$ cat config.mk
export PLATFORM = sky130hd
export DESIGN_NAME = axi4lite_write_arbiter
export DESIGN_NICKNAME = d
export VERILOG_FILES = /design/src/rtl/axi4lite_write_arbiter.sv
export SDC_FILE = /design/constraint.sdc
export NUM_CORES = 1
export LEC_CHECK = 0
export CAP_MARGIN = 20
export CORE_AREA = 5 5 127 93
export CTS_CLUSTER_DIAMETER = 50
export DETAILED_ROUTE_END_ITERATION = 10
export DIE_AREA = 0 0 132 98
export PLACE_DENSITY = 0.88
export RECOVER_POWER = 25
export SLEW_MARGIN = 30
export SYNTH_ARGS = -nofsm -noshare
export SYNTH_HDL_FRONTEND = slang
export SYNTH_SLANG_ARGS = --single-unit
$ cat constraint.sdc
create_clock -name clk -period 1.75 [get_ports clk]
set_input_delay 0.525 -clock clk [delete_from_list [all_inputs] [get_ports clk]]
set_output_delay 0.525 -clock clk [all_outputs]
set_load 0.01 [all_outputs]
$ cat src/rtl/axi4lite_write_arbiter.sv
// axi4lite_write_arbiter: shares one AXI4-Lite write master (AW/W/B) between
// two valid/ready requesters, with one outstanding transaction at a time.
// Optional macro AXI4LITE_ARB_RR_EN selects round-robin arbitration;
// without it, req0 has fixed priority over req1.
//
// state  | meaning
// IDLE   | waiting for a request; grant is given combinationally this cycle
// XFER   | driving AW and W until both handshakes are done
// RESP   | m_bready high, waiting for the B response
module axi4lite_write_arbiter #(
    parameter int  ADDR_WIDTH = 32,
    parameter int  DATA_WIDTH = 32,
    localparam int STRB_W     = DATA_WIDTH / 8
) (
    input  logic                  clk,
    input  logic                  rst_n,
    input  logic                  req0_valid,
    input  logic [ADDR_WIDTH-1:0] req0_addr,
    input  logic [DATA_WIDTH-1:0] req0_data,
    input  logic [STRB_W-1:0]     req0_strb,
    output logic                  req0_ready,
    output logic                  resp0_valid,
    output logic [1:0]            resp0_resp,
    input  logic                  req1_valid,
    input  logic [ADDR_WIDTH-1:0] req1_addr,
    input  logic [DATA_WIDTH-1:0] req1_data,
    input  logic [STRB_W-1:0]     req1_strb,
    output logic                  req1_ready,
    output logic                  resp1_valid,
    output logic [1:0]            resp1_resp,
    output logic [ADDR_WIDTH-1:0] m_addr,
    output logic                  m_avalid,
    input  logic                  m_aready,
    output logic [DATA_WIDTH-1:0] m_data,
    output logic [STRB_W-1:0]     m_strb,
    output logic                  m_valid,
    input  logic                  m_ready,
    input  logic [1:0]            m_bresp,
    input  logic                  m_bvalid,
    output logic                  m_bready
);

    typedef enum logic [1:0] {
        ST_IDLE = 2'd0,
        ST_XFER = 2'd1,
        ST_RESP = 2'd2
    } state_t;

    state_t                r_state;
    logic                  r_owner;
    logic                  r_aw_done;
    logic                  r_w_done;
    logic                  r_avalid;
    logic                  r_wvalid;
    logic                  r_bready;
    logic [ADDR_WIDTH-1:0] r_m_addr;
    logic [DATA_WIDTH-1:0] r_m_data;
    logic [STRB_W-1:0]     r_m_strb;
    logic                  r_resp0_valid;
    logic                  r_resp1_valid;
    logic [1:0]            r_resp0_resp;
    logic [1:0]            r_resp1_resp;
`ifdef AXI4LITE_ARB_RR_EN
    logic                  r_last_grant;
`endif

    logic w_grant0;
    logic w_grant1;
    logic w_aw_next;
    logic w_w_next;

    // Winner selection in IDLE; ready is also held low while reset is asserted.
    always_comb begin
        w_grant0 = 1'b0;
        w_grant1 = 1'b0;
        if (rst_n && r_state == ST_IDLE) begin
`ifdef AXI4LITE_ARB_RR_EN
            if (req0_valid && req1_valid) begin
                w_grant0 = r_last_grant;
                w_grant1 = !r_last_grant;
            end else begin
                w_grant0 = req0_valid;
                w_grant1 = req1_valid;
            end
`else
            w_grant0 = req0_valid;
            w_grant1 = req1_valid && !req0_valid;
`endif
        end
    end

    assign w_aw_next = r_aw_done | (r_avalid & m_aready);
    assign w_w_next  = r_w_done  | (r_wvalid & m_ready);

    // Transaction sequencer: grant latch, AW/W handshake tracking, B capture.
    always_ff @(posedge clk or negedge rst_n) begin
        if (!rst_n) begin
            r_state       <= ST_IDLE;
            r_owner       <= 1'b0;
            r_aw_done     <= 1'b0;
            r_w_done      <= 1'b0;
            r_avalid      <= 1'b0;
            r_wvalid      <= 1'b0;
            r_bready      <= 1'b0;
            r_m_addr      <= '0;
            r_m_data      <= '0;
            r_m_strb      <= '0;
            r_resp0_valid <= 1'b0;
            r_resp1_valid <= 1'b0;
            r_resp0_resp  <= 2'd0;
            r_resp1_resp  <= 2'd0;
`ifdef AXI4LITE_ARB_RR_EN
            r_last_grant  <= 1'b1;
`endif
        end else begin
            r_resp0_valid <= 1'b0;
            r_resp1_valid <= 1'b0;
            case (r_state)
                ST_IDLE: begin
                    if (w_grant0 || w_grant1) begin
                        r_m_addr <= w_grant1 ? req1_addr : req0_addr;
                        r_m_data <= w_grant1 ? req1_data : req0_data;
                        r_m_strb <= w_grant1 ? req1_strb : req0_strb;
                        r_owner  <= w_grant1;
`ifdef AXI4LITE_ARB_RR_EN
                        r_last_grant <= w_grant1;
`endif
                        r_avalid <= 1'b1;
                        r_wvalid <= 1'b1;
                        r_state  <= ST_XFER;
                    end
                end
                ST_XFER: begin
                    if (w_aw_next && w_w_next) begin
                        r_aw_done <= 1'b0;
                        r_w_done  <= 1'b0;
                        r_avalid  <= 1'b0;
                        r_wvalid  <= 1'b0;
                        r_bready  <= 1'b1;
                        r_state   <= ST_RESP;
                    end else begin
                        r_aw_done <= w_aw_next;
                        r_w_done  <= w_w_next;
                        r_avalid  <= !w_aw_next;
                        r_wvalid  <= !w_w_next;
                    end
                end
                ST_RESP: begin
                    if (m_bvalid) begin
                        r_bready <= 1'b0;
                        r_state  <= ST_IDLE;
                        if (r_owner) begin
                            r_resp1_valid <= 1'b1;
                            r_resp1_resp  <= m_bresp;
                        end else begin
                            r_resp0_valid <= 1'b1;
                            r_resp0_resp  <= m_bresp;
                        end
                    end
                end
                default: r_state <= ST_IDLE;
            endcase
        end
    end

    assign req0_ready  = w_grant0;
    assign req1_ready  = w_grant1;
    assign resp0_valid = r_resp0_valid;
    assign resp0_resp  = r_resp0_resp;
    assign resp1_valid = r_resp1_valid;
    assign resp1_resp  = r_resp1_resp;
    assign m_addr      = r_m_addr;
    assign m_data      = r_m_data;
    assign m_strb      = r_m_strb;
    assign m_avalid    = r_avalid;
    assign m_valid     = r_wvalid;
    assign m_bready    = r_bready;

endmodule

## Word-level counts from Yosys, hierarchy flattened

Cells that the tools add are included.

- $add $sub $neg: 0
- Multipliers: 0
- Divide/modulo/power cells: 0
- Order comparisons: 0
- Equality and inequality tests: 5
- Shift-type cells: 0
- Mux-type cells: 25
- Bitwise gates (word level): 5
- Reductions and logical operators: 16

Operators by type and width:

| cell | count |
|---|---|
| $mux 32 | 2 |
| $mux 1 | 15 |
| $reduce_and 3->1 | 4 |
| $mux 2 | 3 |
| $pmux 1 s2 | 3 |
| $pmux 2 s3 | 1 |
| $mux 4 | 1 |
| $ne 2x2->1 const B | 2 |
| $reduce_and 2->1 | 2 |
| $reduce_bool 2->1 | 2 |
| $logic_and 1x1->1 | 3 |
| $logic_not 1->1 | 3 |
| $and 1x1->1 | 2 |
| $eq 2x1->1 const B | 1 |
| $eq 2x2->1 const B | 1 |
| $logic_not 2->1 | 1 |
| $ne 2x1->1 const B | 1 |
| $or 1x1->1 | 2 |
| $logic_or 1x1->1 | 1 |
| $not 1->1 | 1 |

- Register bits after elaboration: 82
- Bits in latches: 0
- Bits in writable memories: 0
- Memory bits (read-only): 0
- Bits of input ports: 145
- Output and inout bits: 79
- Logic and storage cells: 65
- Memories kept: 0

## Logic depth before layout (Yosys ltp)

- Depth in word-level cells: 6
- Depth in mapped cells: 6

## Worst setup path before layout

OpenSTA, ideal clock, no wires.

- Path kind: in2out
- From: input port req0_valid
- To: output port req1_ready
- Arrival: 1.250 ns
- Data required time: 1.225 ns
- Setup slack: -0.025 ns
- Stages: 5
- Buffers on the path: 3
- Path through: nand2b_1 > buf_2 > buf_6 > buf_6 > nor2b_1

- Longest elaborated chain between the ends: 3

RTL lines:

| element | line | source |
|---|---|---|
| start: declaration | 17 | `input logic req0_valid,` |
| $logic_not 1->1 | 87 | `w_grant1 = req1_valid && !req0_valid;` |
| $logic_and 1x1->1 | 87 |  |
| $mux 1 | 76 | `if (rst_n && r_state == ST_IDLE) begin` |
| end: declaration | 28 | `output logic req1_ready,` |

No other way between the ends.

## Worst setup path in the final report

- From: register r_state[1]
- To: output port req0_ready

- Longest elaborated chain between the ends: 3

RTL lines:

| element | line | source |
|---|---|---|
| start: declaration | 49 | `state_t r_state;` |
| start signal: assignment | 98 | `r_state <= ST_IDLE;` |
| start signal: assignment | 130 | `r_state <= ST_XFER;` |
| start signal: assignment | 140 | `r_state <= ST_RESP;` |
| $logic_not 2->1 | 76 |  |
| $logic_and 1x1->1 | 76 |  |
| $mux 1 | 76 |  |
| end: declaration | 21 | `output logic req0_ready,` |

No other way between the ends.

==> results.md <==
- Status: complete, but fails checks
- Failing checks: negative setup slack
- First-pass GRT wire length: 20200 um
- DR vias: 3265
- Combinational Power Share: 50.5%
- Vias in the first global route: 3706
- Io pins: 224
- Starting density of the core: 37.4%
- Place WS: -0.528 ns
- CP endpoint kind: output pin
- GRT overflow: 0
- Placed Cells: 630
- Min Tclk post-route: 1.89 ns
- CTS Sinks: 82
- Worst Slack Setup Final: -0.139 ns
- ANT cells: 0
- Slew @ Worst Pin: 1.05 ns
- H-tree depth: 3
- Core Footprint: 10600 um2
- Detail Placement HPWL: 8960 um
- Worst setup path class: flip-flop to output pin
- Port Buffer Count: 223
- Min-Delay Path Class: primary input to asynchronous set/reset pin
- Hold Vio Cnt, Final: 0
- VDD IR max: 831 uV
- Largest net degree at the start of global routing: 43
- Clk Tree Root Cell: clkbuf_16
- Gpl congestion: 0.754
- Antenna viol nets, final: 0
- Post-Synthesis Cells: 268
- DR iter-0 viols: 78
- Largest family of logic cells by synthesized area: multiplexers
- Yosys cell types: 21
- Worst endpoint required time: 1.22 ns
- TritonRoute pass-1 iters: 4
- Post-synth EDFFs: 0
- Synthesized cell area: 3970 um2
- Share of the yosys chip area belonging to registers: 51.7%
- Sequential Power Share: 32.8%
- Synth Register Bits: 82
- Power, Total: 10300 uW
- Total of max-cap violations: 0
- Sw frac: 31.4%
- CTS tree: yes
- Die Wd: 132 um
- Fmax: 529 MHz
- Worst reg2reg startpoint: r_state[1]
- Slew Limit Fails: 0
- Synth warnings: 0
- Detailed Route WL: 13300 um
- Layout Nets: 669
- Critical Path Fanout Max: 2
- Xor/xnor share of the synthesized area: 0%
- Routed len/inst: 20.0 um
- Mux cell area share after synthesis: 41.3%
- Power per Cell Area: 1430 nW/um2
- Worst-Skew Late Latency: 0.33 ns
- Setup crit start kind: flip-flop
- Sw Pwr: 3240 uW
- Remaining DRCs: 0
- CTS clk-pin slew, worst paths: 0.06 ns
- Num rows: 32
- Clock Tree Buf Depth: 2
- Clock Skews: 0.00475 ns
- Async S/R FF share, synth: 100%
- Compound-cell area share of the yosys netlist: 1.83%
- Mapped Nets: 413
- Cts hold-fix bufs: 0
- Worst slew margin: 30.2%
- Adder-cell share of the synthesized area: 0%
- Initial antenna violation count: 0
- Worst reg-to-reg setup slack: -0.10 ns
- Worst reg2reg path depth: 7
- Die area: 12900 um2
- Unrepaired setup endpoints after global routing: true
- Post-Synth Simple-Gate Area: 2.55%
- Tcrit/Tclk final: 108%
- Synthesized area per cell: 14.8 um2
- Layout cell share with drive strength beyond 1: 37.7%
- Area growth from synthesis to layout: 81.8%
- DIE HEIGHT: 98 um
- RR Endpoint: m_data[2]
- Endpoints failing setup: 65
- P_leak: 0.00334 uW
- P_int: 7090 uW
- Drt via density: 4.92
- Number of CTS-inserted buffers: 9
- Synth Flop Type: dfrtp_1
- Non-filler cells, final: 664
- Tot GR Track Use: 19.5%
- Clock power share: 16.7%
- Crit path DAT: 1.36 ns
## kinds of logic (layout without fill, tap and decap cells)
logic type / count (synthesis) / after routing
multiplexers: 140 / 140
flip-flops: 82 / 82
AND/OR/NAND/NOR: 18 / 18
buffers and inverters: 16 / 276
AO/OA/AOI/OAI: 12 / 12
## metrics by stage
step           setup TNS (ns)  cell area, um2  util, %  hold slack, ns
2_1_floorplan               0            3980        -           0.229
3_3_place_gp           -31.14            6470     61.0           0.479
3_5_place_dp           -33.46            6470     61.0           0.494
4_1_cts                 -6.53            7120     67.1           0.297
5_1_grt                -14.87            7220     68.1           0.512
6_report                -3.70            7220     68.1           0.489
## area by class of cell
| class | instances | area, um2 |
|---|---|---|
| inverters | 1 | 3.75 |
| repair buffers | 260 | 2670 |
| well taps | 136 | 170 |
| flip-flops and latches | 82 | 2050 |
| multi-input cells | 170 | 2060 |
| clock buffers | 12 | 256 |
| fillers | 770 | 3390 |
| clock inverters | 3 | 15.0 |
## cells in the mapped netlist (2+ instances only)
| cell | instances | area [um2] |
|---|---|---|
| a21oi_1 | 5 | 25.0 |
| a31oi_1 | 2 | 12.5 |
| buf_2 | 10 | 50.1 |
| buf_6 | 4 | 45.0 |
| dfrtp_1 | 82 | 2050 |
| mux2_2 | 123 | 1390 |
| mux2_4 | 17 | 255 |
| nand2b_1 | 2 | 12.5 |
| nor2_1 | 9 | 33.8 |
| nor2b_1 | 2 | 12.5 |
| o21ai_0 | 2 | 10.0 |
## power by group through the flow
| stage | Sequential, uW | Clock, uW | Combinational (uW) |
|---|---|---|---|
| final | 3390 | 1720 | 5220 |
| after global routing | 3500 | 1850 | 5530 |
| after CTS | 3370 | 1770 | 5030 |
| after detailed placement | 3410 | 0 | 4740 |
| after global placement | 3340 | 0 | 4620 |
| after floorplan | 3780 | 0 | 1620 |
## layer usage
metal | share of wire (%) | track usage [%] | wire length [um]
met5 | 0 | 0 | 0
met4 | 2.4 | 6.72 | 312
met3 | 7.7 | 7.47 | 1020
met2 | 48 | 32.2 | 6350
met1 | 42 | 23.5 | 5580
## layout by cell type (no fill, tap or decap), types with 2 or more instances in the layout
cell and instances:
clkdlybuf4s50_1 140, dfrtp_1 82, mux2_4 74, dlygate4sd2_1 74, mux2_2 66, buf_4 16, clkbuf_16 11, nor2_1 9
buf_12 7, buf_6 6, a21oi_1 5, dlymetal6s2s_1 5, buf_16 4, clkinv_2 3, buf_8 3, o21ai_0 2
a31oi_1 2, clkbuf_8 2
## sequential cells by signal, summed over array words and instances (netlist names), 2 cells and up
name,count
m_data,32
resp0_resp,2
r_state,2
resp1_resp,2
m_addr,32
m_strb,4
## worst max path at each step
stage / from / to / slack [ns] / cells past startpoint
2_1_floorplan: req0_valid / req1_ready / 0.02 / 5
3_3_place_gp: req1_valid / req1_ready / -0.54 / 4
3_5_place_dp: req0_valid / req1_ready / -0.53 / 4
4_1_cts: r_state[1] / req1_ready / -0.14 / 4
5_1_grt: r_state[1] / req0_ready / -0.23 / 4
6_report: r_state[1] / req0_ready / -0.14 / 4
## repair_timing
item / in CTS / in global routing
setup endpoints to repair: 140 / 74
resized for setup: 128 / 38
pin swaps: 2 / 0
buffers inserted: 10 / 4
gates cloned: 7 / 3
## worst max-delay path, cell delays in order, from the launching register on
cell and delay, ns:
dfrtp_1 0.40, nor3b_4 0.25, buf_4 0.15, and2_4 0.14
buf_6 0.09
Power figures use the tool's default switching activity.
==> patch 1: new RTL, config.mk and constraints unchanged <==
Reset style: synchronous (`rst_n`), changed in one clocked block.
--- a/src/rtl/axi4lite_write_arbiter.sv
+++ b/src/rtl/axi4lite_write_arbiter.sv
@@ -93,7 +93,7 @@
     assign w_w_next  = r_w_done  | (r_wvalid & m_ready);
 
     // Transaction sequencer: grant latch, AW/W handshake tracking, B capture.
-    always_ff @(posedge clk or negedge rst_n) begin
+    always_ff @(posedge clk) begin
         if (!rst_n) begin
             r_state       <= ST_IDLE;
             r_owner       <= 1'b0;
Check against the original RTL: differs if rst_n is asserted again (counterexample within 4 cycles, from zero or initial values and one cycle with rst_n low); with rst_n held inactive, the same outputs for 10 cycles.
==> patch 1 against the original RTL <==
The run still ends with negative setup slack left. Core utilization down 10 points. Design area down 15%. Sequential cell count unchanged. Routed wire length down 3.0%. Worst hold slack worse by 0.017 ns. Area after synthesis down 12%. Worst setup slack better by 0.097 ns. Critical path type unchanged. Critical endpoint unchanged.
Power is not compared: it rests on default switching activity, and its combinational part moved more than twofold at a synthesized area within 25%.
==> patch 1: results <==
export IMPL_outcome="finished, violations left"
export IMPL_violations="negative setup slack"
export IMPL_async_flop_share=0
export IMPL_setup_viol=2
export IMPL_rr_worst_depth=10
export IMPL_ys_types=31
export IMPL_skew_ns=0.00464
export IMPL_post_place_cells=643
export IMPL_synth_seq_area_share=0.468
export IMPL_nNonClkInverters=3
export IMPL_hold_class="register to register"
export IMPL_gr_usage_all_layers=0.193
export IMPL_clk_share=0.0497
export IMPL_gp_congestion=0.758
export IMPL_cp_arrival_ns=1.27
export IMPL_slowest_stage="dfxtp_2"
export IMPL_crit_family="simple AND/OR/NAND/NOR gates"
export IMPL_num_nonclk_buffers=250
export IMPL_grt_max_degree=81
export IMPL_via_count=3707
export IMPL_syn_inst=305
export IMPL_grt_use_met2=0.328
export IMPL_finish_utilization=0.581
export IMPL_bufAreaShareNonClock=0.393
export IMPL_setup_ws_ns=-0.0418
export IMPL_layout_nets=673
export IMPL_setup_tns_ns=-0.0711
export IMPL_slew_headroom=0.614
export IMPL_fill_cells=883
export IMPL_drt_first_iter_violations=115
export IMPL_drive_gt1_frac=0.143
export IMPL_multiInputGateArea_um2=1610
export IMPL_synthTopCellsByArea="dfxtp_1 (47%), o221ai_1 (17%), a2bb2oi_2 (13%), a2bb2oi_1 (9.2%), buf_2 (2.1%)"
export IMPL_grt_pass1_vias=3940
export IMPL_dp_slack_ns=-0.526
export IMPL_syn_nets=450
export IMPL_netlist_top_cells_count="dfxtp_1 (82), o221ai_1 (67), a2bb2oi_1 (37)"
export IMPL_grt_met3_usage=0.0973
export IMPL_grt_pass1_wl_um=20400
patch 1: routing by layer:
layer | wire length (um) | up-vias
li1 | - | 1706
met2 | 6110 | 212
met1 | 4980 | 1769
met3 | 1530 | 20
met4 | 243 | 0
met5 | 0 | -
patch 1: final timing paths:
| check | start | end | slack [ns] |
|---|---|---|---|
| setup / recovery | r_state[1] | req0_ready | -0.04 |
| hold / removal | resp0_resp[1] | resp0_resp[1] | 0.47 |
| setup reg to reg | r_state[1] | r_owner | 0.03 |
| hold reg to reg | resp0_resp[1] | resp0_resp[1] | 0.47 |
patch 1: kinds of logic after synthesis:
logic type / count (synthesis) / synth area share
AO/OA/AOI/OAI: 152 / 0.420
multiplexers: 2 / 0.00571
buffers and inverters: 41 / 0.0621
flip-flops: 82 / 0.468
AND/OR/NAND/NOR: 28 / 0.0442
patch 1: timing repair:
action,in CTS,in global routing
resized for setup,79,14
setup endpoints to repair,68,13
pin swaps,4,3
buffers inserted,8,3
==> patch 2: new RTL, same flow settings <==
Without the edit above. The option `AXI4LITE_ARB_RR_EN` is turned on by a define.
--- a/src/rtl/axi4lite_write_arbiter.sv
+++ b/src/rtl/axi4lite_write_arbiter.sv
@@ -7,6 +7,8 @@
 // IDLE   | waiting for a request; grant is given combinationally this cycle
 // XFER   | driving AW and W until both handshakes are done
 // RESP   | m_bready high, waiting for the B response
+`define AXI4LITE_ARB_RR_EN
+
 module axi4lite_write_arbiter #(
     parameter int  ADDR_WIDTH = 32,
     parameter int  DATA_WIDTH = 32,
Formal check against the unedited RTL: not equivalent (Yosys sat finds a counterexample within 4 cycles, from zero or initial values and one cycle with rst_n low).
==> patch 2 against the original RTL <==
The run still ends with negative setup slack left. Non-clock buffer count is 9 lower. Clock skew is 0.0025 ns higher. Design area is 6.6% lower. Worst setup slack worse by 0.017 ns. Routed wire length is 8.7% higher. Area after synthesis is 2.1% higher. Sequential cell count is 1 higher. Via count is 37% higher. Total power is 0.65% lower. Largest cell class unchanged.
==> patch 2: results <==
export IMPL_drt_first_iter_violations=187
export IMPL_worst_r2r_endpoint="m_strb[2]"
export IMPL_drive_gt1_frac=0.0847
export IMPL_slowest_stage="or3b_4"
export IMPL_dpl_hpwl_um=10200
export IMPL_grt_pass1_wl_um=23400
export IMPL_outcome="finished, violations left"
export IMPL_syn_nets=593
export IMPL_violations="negative setup slack"
export IMPL_timing_reg2reg_setup_slack_ns=0.04
export IMPL_gp_congestion=0.804
export IMPL_dp_slack_ns=-0.819
export IMPL_worstPathMaxFanout=3
export IMPL_grt_max_degree=84
export IMPL_firstDrtPassIters=4
export IMPL_setup_tns_ns=-0.307
export IMPL_max_stage_delay_ns=0.45
export IMPL_stdcell_count=797
export IMPL_clock_latency_ns=0.33
export IMPL_wl_per_cell_um=18.1
export IMPL_gr_usage_all_layers=0.217
export IMPL_skew_ns=0.00724
export IMPL_synth_seq_area_share=0.512
export IMPL_placed_area_um2=6520
export IMPL_syn_area_per_cell_um2=9.06
export IMPL_hold_ws_ns=0.486
export IMPL_netlist_top_cells_count="dfrtp_1 (82), a21oi_1 (70), a31oi_1 (70)"
export IMPL_slew_headroom=0.248
export IMPL_crit_start="r_state[0]"
export IMPL_setup_ws_ns=-0.156
export IMPL_post_cts_repair_setup_buffers=0
export IMPL_routed_via_density=5.62
export IMPL_setup_viol=2
export IMPL_ys_types=29
export IMPL_post_place_cells=781
export IMPL_total_leakage_power_nw=2.70
export IMPL_rr_worst_depth=4
export IMPL_grt_pass1_vias=4606
export IMPL_hold_class="register to register"
export IMPL_p_sw_mw=4.00
## patch 2: changes by cell type in the layout (fill, tap and decap cells not counted), moves of 6 or more
cell     delta
o21ai_1    +70
nand3_1    +68
mux2_4     -74
a31oi_1    +68
nand2_1     +6
a21oi_1    +65
mux2_2     -66
nor2_1      -9
## patch 2: worst max-delay path by stage
stage	to	slack, ns	depth (start not counted)
6_report	req0_ready	-0.16	3
3_3_place_gp	req0_ready	-0.77	5
3_5_place_dp	req0_ready	-0.82	5
5_1_grt	req1_ready	-0.20	3
4_1_cts	req0_ready	-0.17	3
2_1_floorplan	req0_ready	-0.02	4
## patch 2: logic make-up after synthesis
group                  Yosys count  synth area share
multiplexers                     4            0.0111
AND/OR/NAND/NOR                 85             0.109
flip-flops                      83             0.512
AO/OA/AOI/OAI                  220             0.301
buffers and inverters           56            0.0672
## patch 2: power groups by stage
stage / Clock [mW] / Combinational, mW / Sequential (mW)
floorplan: 0 / 2.18 / 3.79
global placement: 0 / 5.44 / 3.37
detailed placement: 0 / 5.58 / 3.43
CTS: 1.95 / 5.04 / 3.37
global route: 2.03 / 5.44 / 3.48
finish: 1.90 / 5.00 / 3.37
## patch 2: cell type report
class | count | area [um2]
fill | 837 | 3860
sequential | 83 | 2080
tap | 136 | 170
timing repair buffer | 251 | 2460
clock buffer | 9 | 225
clock inverter | 7 | 73.8
inverter | 2 | 7.51
multi-input combinational | 309 | 1740
## patch 2: timing repair
| action | in CTS | in global routing |
|---|---|---|
| pin swaps | 2 | 1 |
| endpoints found under the setup margin | 144 | 33 |
| resized for setup | 89 | 5 |
## patch 2: worst max-delay path, delay by kind of cell, from the launching register on
kind	cells	cell delay [ns]
buf+inv	1	0.12
flops	1	0.37
simple gates	2	0.56
## patch 2: layer usage
layer | GRT usage | vias to the layer above | part of all wire
met1 | 0.266 | 2112 | 0.40
met5 | 0 | - | 0
met2 | 0.364 | 251 | 0.48
li1 | - | 2098 | -
met3 | 0.0803 | 22 | 0.10
met4 | 0.0593 | 0 | 0.020
